--- src/rtl/swg_pkg.sv ---
// Shared constants and types for the sine wave generator PWM path.
// Sample and index widths match the lookup stage interface.
package swg_pkg;

  localparam int SWG_MAX_CODE = 2000;
  localparam int SWG_STEPS    = 64;
  localparam int SWG_IDX_W    = 10;
  localparam int SWG_SAMPLE_W = 16;

  typedef logic [SWG_SAMPLE_W-1:0] sample_t;
  typedef logic [5:0]              idx_t;

  function automatic sample_t sat(
    input sample_t s,
    input sample_t lim
  );
    return (s > lim) ? lim : s;
  endfunction

endpackage

--- src/rtl/swg_tick_prescaler.sv ---
// Divides clk into PWM ticks; the counter is held at zero while disabled
// so a re-enable always starts on a full prescale interval.
module swg_tick_prescaler #(
  parameter int PRESCALE = 1
) (
  input  logic clk,
  input  logic rst,
  input  logic en,
  output logic tick
);

  localparam int PW = (PRESCALE > 1) ? $clog2(PRESCALE) : 1;
  localparam logic [PW-1:0] LAST = PW'(PRESCALE - 1);

  logic [PW-1:0] presc;

  assign tick = en && (presc == LAST);

  always_ff @(posedge clk or posedge rst) begin
    if (rst) begin
      presc <= '0;
    end else if (!en || tick) begin
      presc <= '0;
    end else begin
      presc <= presc + 1'b1;
    end
  end

endmodule

--- src/rtl/swg_pwm_driver.sv ---
// Drives the sine lookup index and turns each returned sample into one
// PWM period; the phase advances once per period boundary.
module swg_pwm_driver
  import swg_pkg::*;
#(
  parameter int MAX_CODE = SWG_MAX_CODE,
  parameter int PRESCALE = 1,
  parameter int STEPS    = SWG_STEPS
) (
  input  logic                    clk,
  input  logic                    rst,
  input  logic                    en,
  input  logic [5:0]              step,
  input  logic                    clr_clip,
  input  logic [SWG_SAMPLE_W-1:0] O,
  output logic [SWG_IDX_W-1:0]    T,
  output logic                    pwm,
  output logic                    sample_strobe,
  output logic                    cycle_done,
  output logic                    clip
);

  localparam int CW = $clog2(MAX_CODE);
  localparam logic [CW-1:0] CNT_LAST = CW'(MAX_CODE - 1);
  localparam sample_t MAX_S = SWG_SAMPLE_W'(MAX_CODE);
  localparam logic [6:0] STEPS_W = 7'(STEPS);
  localparam idx_t IDX_MASK = 6'(STEPS - 1);

  logic          tick;
  logic          boundary;
  logic [CW-1:0] cnt;
  idx_t          idx;
  sample_t       duty;
  logic [6:0]    idx_sum;
  logic          over;

  swg_tick_prescaler #(
    .PRESCALE(PRESCALE)
  ) u_presc (
    .clk (clk),
    .rst (rst),
    .en  (en),
    .tick(tick)
  );

  assign boundary = tick && (cnt == CNT_LAST);
  assign idx_sum  = {1'b0, idx} + {1'b0, step};
  assign over     = O > MAX_S;
  assign T        = {{(SWG_IDX_W-6){1'b0}}, idx};

  always_ff @(posedge clk or posedge rst) begin
    if (rst) begin
      cnt           <= '0;
      idx           <= '0;
      duty          <= '0;
      pwm           <= 1'b0;
      sample_strobe <= 1'b0;
      cycle_done    <= 1'b0;
      clip          <= 1'b0;
    end else begin
      if (!en || boundary) begin
        cnt <= '0;
      end else if (tick) begin
        cnt <= cnt + 1'b1;
      end
      // T keeps the old index on this edge, so O belongs to it
      if (boundary) begin
        duty <= sat(O, MAX_S);
        idx  <= idx_sum[5:0] & IDX_MASK;
      end
      sample_strobe <= boundary;
      cycle_done    <= boundary && (idx_sum >= STEPS_W);
      if (boundary && over) begin
        clip <= 1'b1;
      end else if (clr_clip) begin
        clip <= 1'b0;
      end
      pwm <= en && ({{(SWG_SAMPLE_W-CW){1'b0}}, cnt} < duty);
    end
  end

endmodule

--- config.mk ---
export PLATFORM = sky130hd
export DESIGN_NAME = swg_pwm_driver
export DESIGN_NICKNAME = d
export VERILOG_FILES = /design/src/rtl/swg_pkg.sv /design/src/rtl/swg_tick_prescaler.sv /design/src/rtl/swg_pwm_driver.sv
export SDC_FILE = /design/constraint.sdc
export NUM_CORES = 1
export LEC_CHECK = 0
export CORE_MARGIN = 2
export CORE_UTILIZATION = 46
export DETAILED_ROUTE_END_ITERATION = 16
export GPL_TIMING_DRIVEN = 1
export PLACE_DENSITY = 0.75
export SETUP_SLACK_MARGIN = 0.02
export SYNTH_ARGS = -nofsm -noshare
export SYNTH_HDL_FRONTEND = slang
export SYNTH_SLANG_ARGS = --single-unit
--- constraint.sdc ---
create_clock -name clk -period 1.88 [get_ports clk]
set_input_delay 0.564 -clock clk [delete_from_list [all_inputs] [get_ports clk]]
set_output_delay 0.564 -clock clk [all_outputs]
set_load 0.01 [all_outputs]
==> flow_summary.yaml <==
status:
  status: "completed"
worst_setup_path:
  regToRegSetupSlack_ps: 80
  cp_max_fo: 3
  rr_endpoint: "cycle_done"
  crit_chain: "clkdlybuf4s50_1"
  crit_path_end: "T[4]"
  cp_slowest_cell: "clkdlybuf4s50_1"
  max_stage_delay_ps: 560
  worstPathRequired_ps: 1320
  worstPathArrival_ps: 1230
  cp_num_cells: 1
  crit_type: "reg -> out"
  critPathLaunch: "idx[4]"
  crit_family: "buffers and inverters"
  cp-end-kind: "output pin"
  r2r_cells: 7
  cp-start-kind: "flip-flop"
  reg2reg_from: "idx[0]"
  path_buf_inv: 1
cells_and_area:
  area_growth_pct: 34.58
  nets: 305
  stdcell_count: 314
  fin_area_um2: 2756
  drive_gt1_share_pct: 15.65
  diodes: 0
detailed_routing:
  routedWlPerCell_um: 13.75
  drt_iter0_drc: 53
  via_per_inst: 5.204
  drc_errors: 0
  vias: 1634
  drt-total-wl_um: 4316
  ant_nets: 0
  drtPass1Iterations: 4
sta:
  drv_slew: 0
  finalHoldViolCount: 0
  clock_skew_ps: 6.869
  fin_ws_ps: 81.36
  setup_viol: 0
  rsz0062_at_grt: "false"
  relSlewSlack_pct: 65.64
  fin_crit_sh_pct: 95.67
  fin_crit_ps: 1799
  max_clock_freq_mhz: 556.0
  worstMarginPinSlew_ps: 502.4
yosys:
  ys_top_cells_by_count: "38 x dfrtp_1, 19 x o21ai_0, 17 x ha_1, 15 x nor2_1, 14 x inv_1"
  yosys_warnings: 0
  yosysMostFrequentCell: "dfrtp_1"
  synth_edf_count: 0
  ys_seq_area_share_pct: 46.43
  synth_top_area_share_pct: 46.43
  ys.flop_type: "dfrtp_1"
  async_flop_share_pct: 100.0
  synth_cell_types: 41
  synth.avg_cell_area_um2: 10.19
  synth_area_leader_cell: "dfrtp_1"
  synthTopCellsByArea: "dfrtp_1 46%, ha_1 10%, o21ai_0 4.6%"
  syn-cell-area_um2: 2048
  synth_cells: 201
  ys_seq_elements: 38
place:
  hpwl_um: 3151
  io_buffers: 35
  place.gp.congestion: 0.8341
  placed_cells: 304
  dp_slack_ps: -478.1
  place_area_um2: 2600
worst_hold_path:
  hold_path.class: "reg -> reg"
grt:
  grt_usage_pct: 18.95
  grt-ovfl-total: 0
  grt_pass1_vias: 1606
  antenna_found_initial: 0
  grt_max_degree: 39
  grt_pass1_wl_um: 7514
pwr:
  p_leak_nw: 1.404
  p_per_area_nw_per_um2: 564.9
  vdd.ir_drop.worst_uv: 334.1
die:
  start_util_pct: 47.37
  fp.dieH_um: 70.73
  die_x_um: 70.73
  fp.dieArea_um2: 5003
  core_area_um2: 4324
  ioPinCount: 40
  rows: 24
clocking:
  clk_path_buf_depth: 2
  cts_tree: "yes"
  cts_sinks: 38
  clock_latency_ps: 290
  cts_root_buf: "clkbuf_8"
  clkTransAtPathRegs_ps: 70
  hold_buffers: 0
  h-tree-depth: 2
  cts_made_buffers: 5
job:
  max_cap_violations: 0
-- repair_timing --
action | 4_1_cts | 5_1_grt
gates resized for setup | 11 | 9
endpoints found under the setup margin | 11 | 11
pin swaps | 2 | 7
hold endpoints to repair | 0 | 0
setup buffers | 1 | 1
-- sequential cells by signal, indices dropped and copies added (netlist names) --
| name | count |
|---|---|
| idx | 6 |
| sample_strobe | 1 |
| clip | 1 |
| cycle_done | 1 |
| cnt | 11 |
| u_presc.presc | 1 |
| pwm | 1 |
| duty | 16 |
-- final cells by class --
| class | count | area, um2 |
|---|---|---|
| timing repair buffer | 58 | 534.3 |
| inverter | 14 | 52.55 |
| clock buffer | 7 | 86.33 |
| sequential | 38 | 950.9 |
| multi-input combinational | 144 | 1062 |
| tap | 52 | 65.06 |
| fill | 358 | 1568 |
| clock inverter | 1 | 5.005 |
-- layout by cell type (no fill, tap or decap), types with 3 or more instances in the layout --
| master | n |
|---|---|
| o21ai_0 | 17 |
| conb_1 | 5 |
| xor2_1 | 5 |
| dlygate4sd2_1 | 6 |
| a21o_1 | 4 |
| nor2b_1 | 8 |
| o21a_1 | 3 |
| ha_1 | 14 |
| nand3_1 | 11 |
| nor2_1 | 15 |
| dlymetal6s2s_1 | 3 |
| ha_4 | 3 |
| dfrtp_1 | 38 |
| buf_4 | 21 |
| nand2_1 | 12 |
| xnor2_1 | 8 |
| clkdlybuf4s50_1 | 25 |
| nand2b_1 | 3 |
| a21oi_1 | 6 |
| clkbuf_8 | 6 |
| inv_1 | 14 |
-- worst reg2reg max path: cells and delay by family (launching register included) --
kind                       cells  cell delay (ps)
adders and majority gates      2              570
AOI/OAI and AO/OA              4              630
and+or+nand+nor                1               60
DFF                            1              430
-- report_power, final --
part | internal, mW | leakage [nW] | switching (mW)
logic | 0.0851 | 0.883 | 0.0670
clock network | 0.296 | 0.0482 | 0.278
registers | 0.824 | 0.473 | 0.00710
-- metrics by stage --
stage	power, mW	hold WS (ps)	TNS [ps]	util [%]
final	1.557	498.7	0	63.74
after global routing	1.630	546.5	0	63.74
after CTS	1.576	503.7	0	62.96
after detailed placement	0.9956	487.5	-4118	60.13
after global placement	0.9916	474.4	-3451	60.13
after floorplan	0.9030	454.7	0	-
-- layer usage --
layer | vias up | part of all wire (%) | track usage [%]
met2 | 38 | 48 | 30.63
met1 | 783 | 46 | 25.46
met3 | 6 | 4.1 | 4.274
met5 | - | 0 | 0
met4 | 0 | 1.4 | 6.080
li1 | 807 | - | -
-- logic make-up (layout without fill, tap and decap cells) --
| logic type | after synthesis | after routing | share of synthesized area, % |
|---|---|---|---|
| AO/OA/AOI/OAI | 41 | 41 | 12.34 |
| other | 1 | 5 | 0.1831 |
| adder cells (fa/ha/maj) | 18 | 18 | 11.36 |
| buffers and inverters | 23 | 80 | 5.864 |
| XOR/XNOR | 14 | 14 | 5.987 |
| AND/OR/NAND/NOR | 64 | 64 | 16.80 |
| multiplexers | 2 | 2 | 1.038 |
| flip-flops | 38 | 38 | 46.43 |
-- worst min-delay path by stage --
stage / from / cells after the start / slack (ps) / end
finish: duty[12] / 1 / 500 / duty[12]
CTS: duty[12] / 1 / 500 / duty[12]
global route: clip / 2 / 550 / clip
global placement: duty[15] / 1 / 470 / duty[15]
floorplan: duty[15] / 1 / 450 / duty[15]
detailed placement: duty[12] / 1 / 490 / duty[12]
Note: power is estimated with default switching activity, not from simulation.
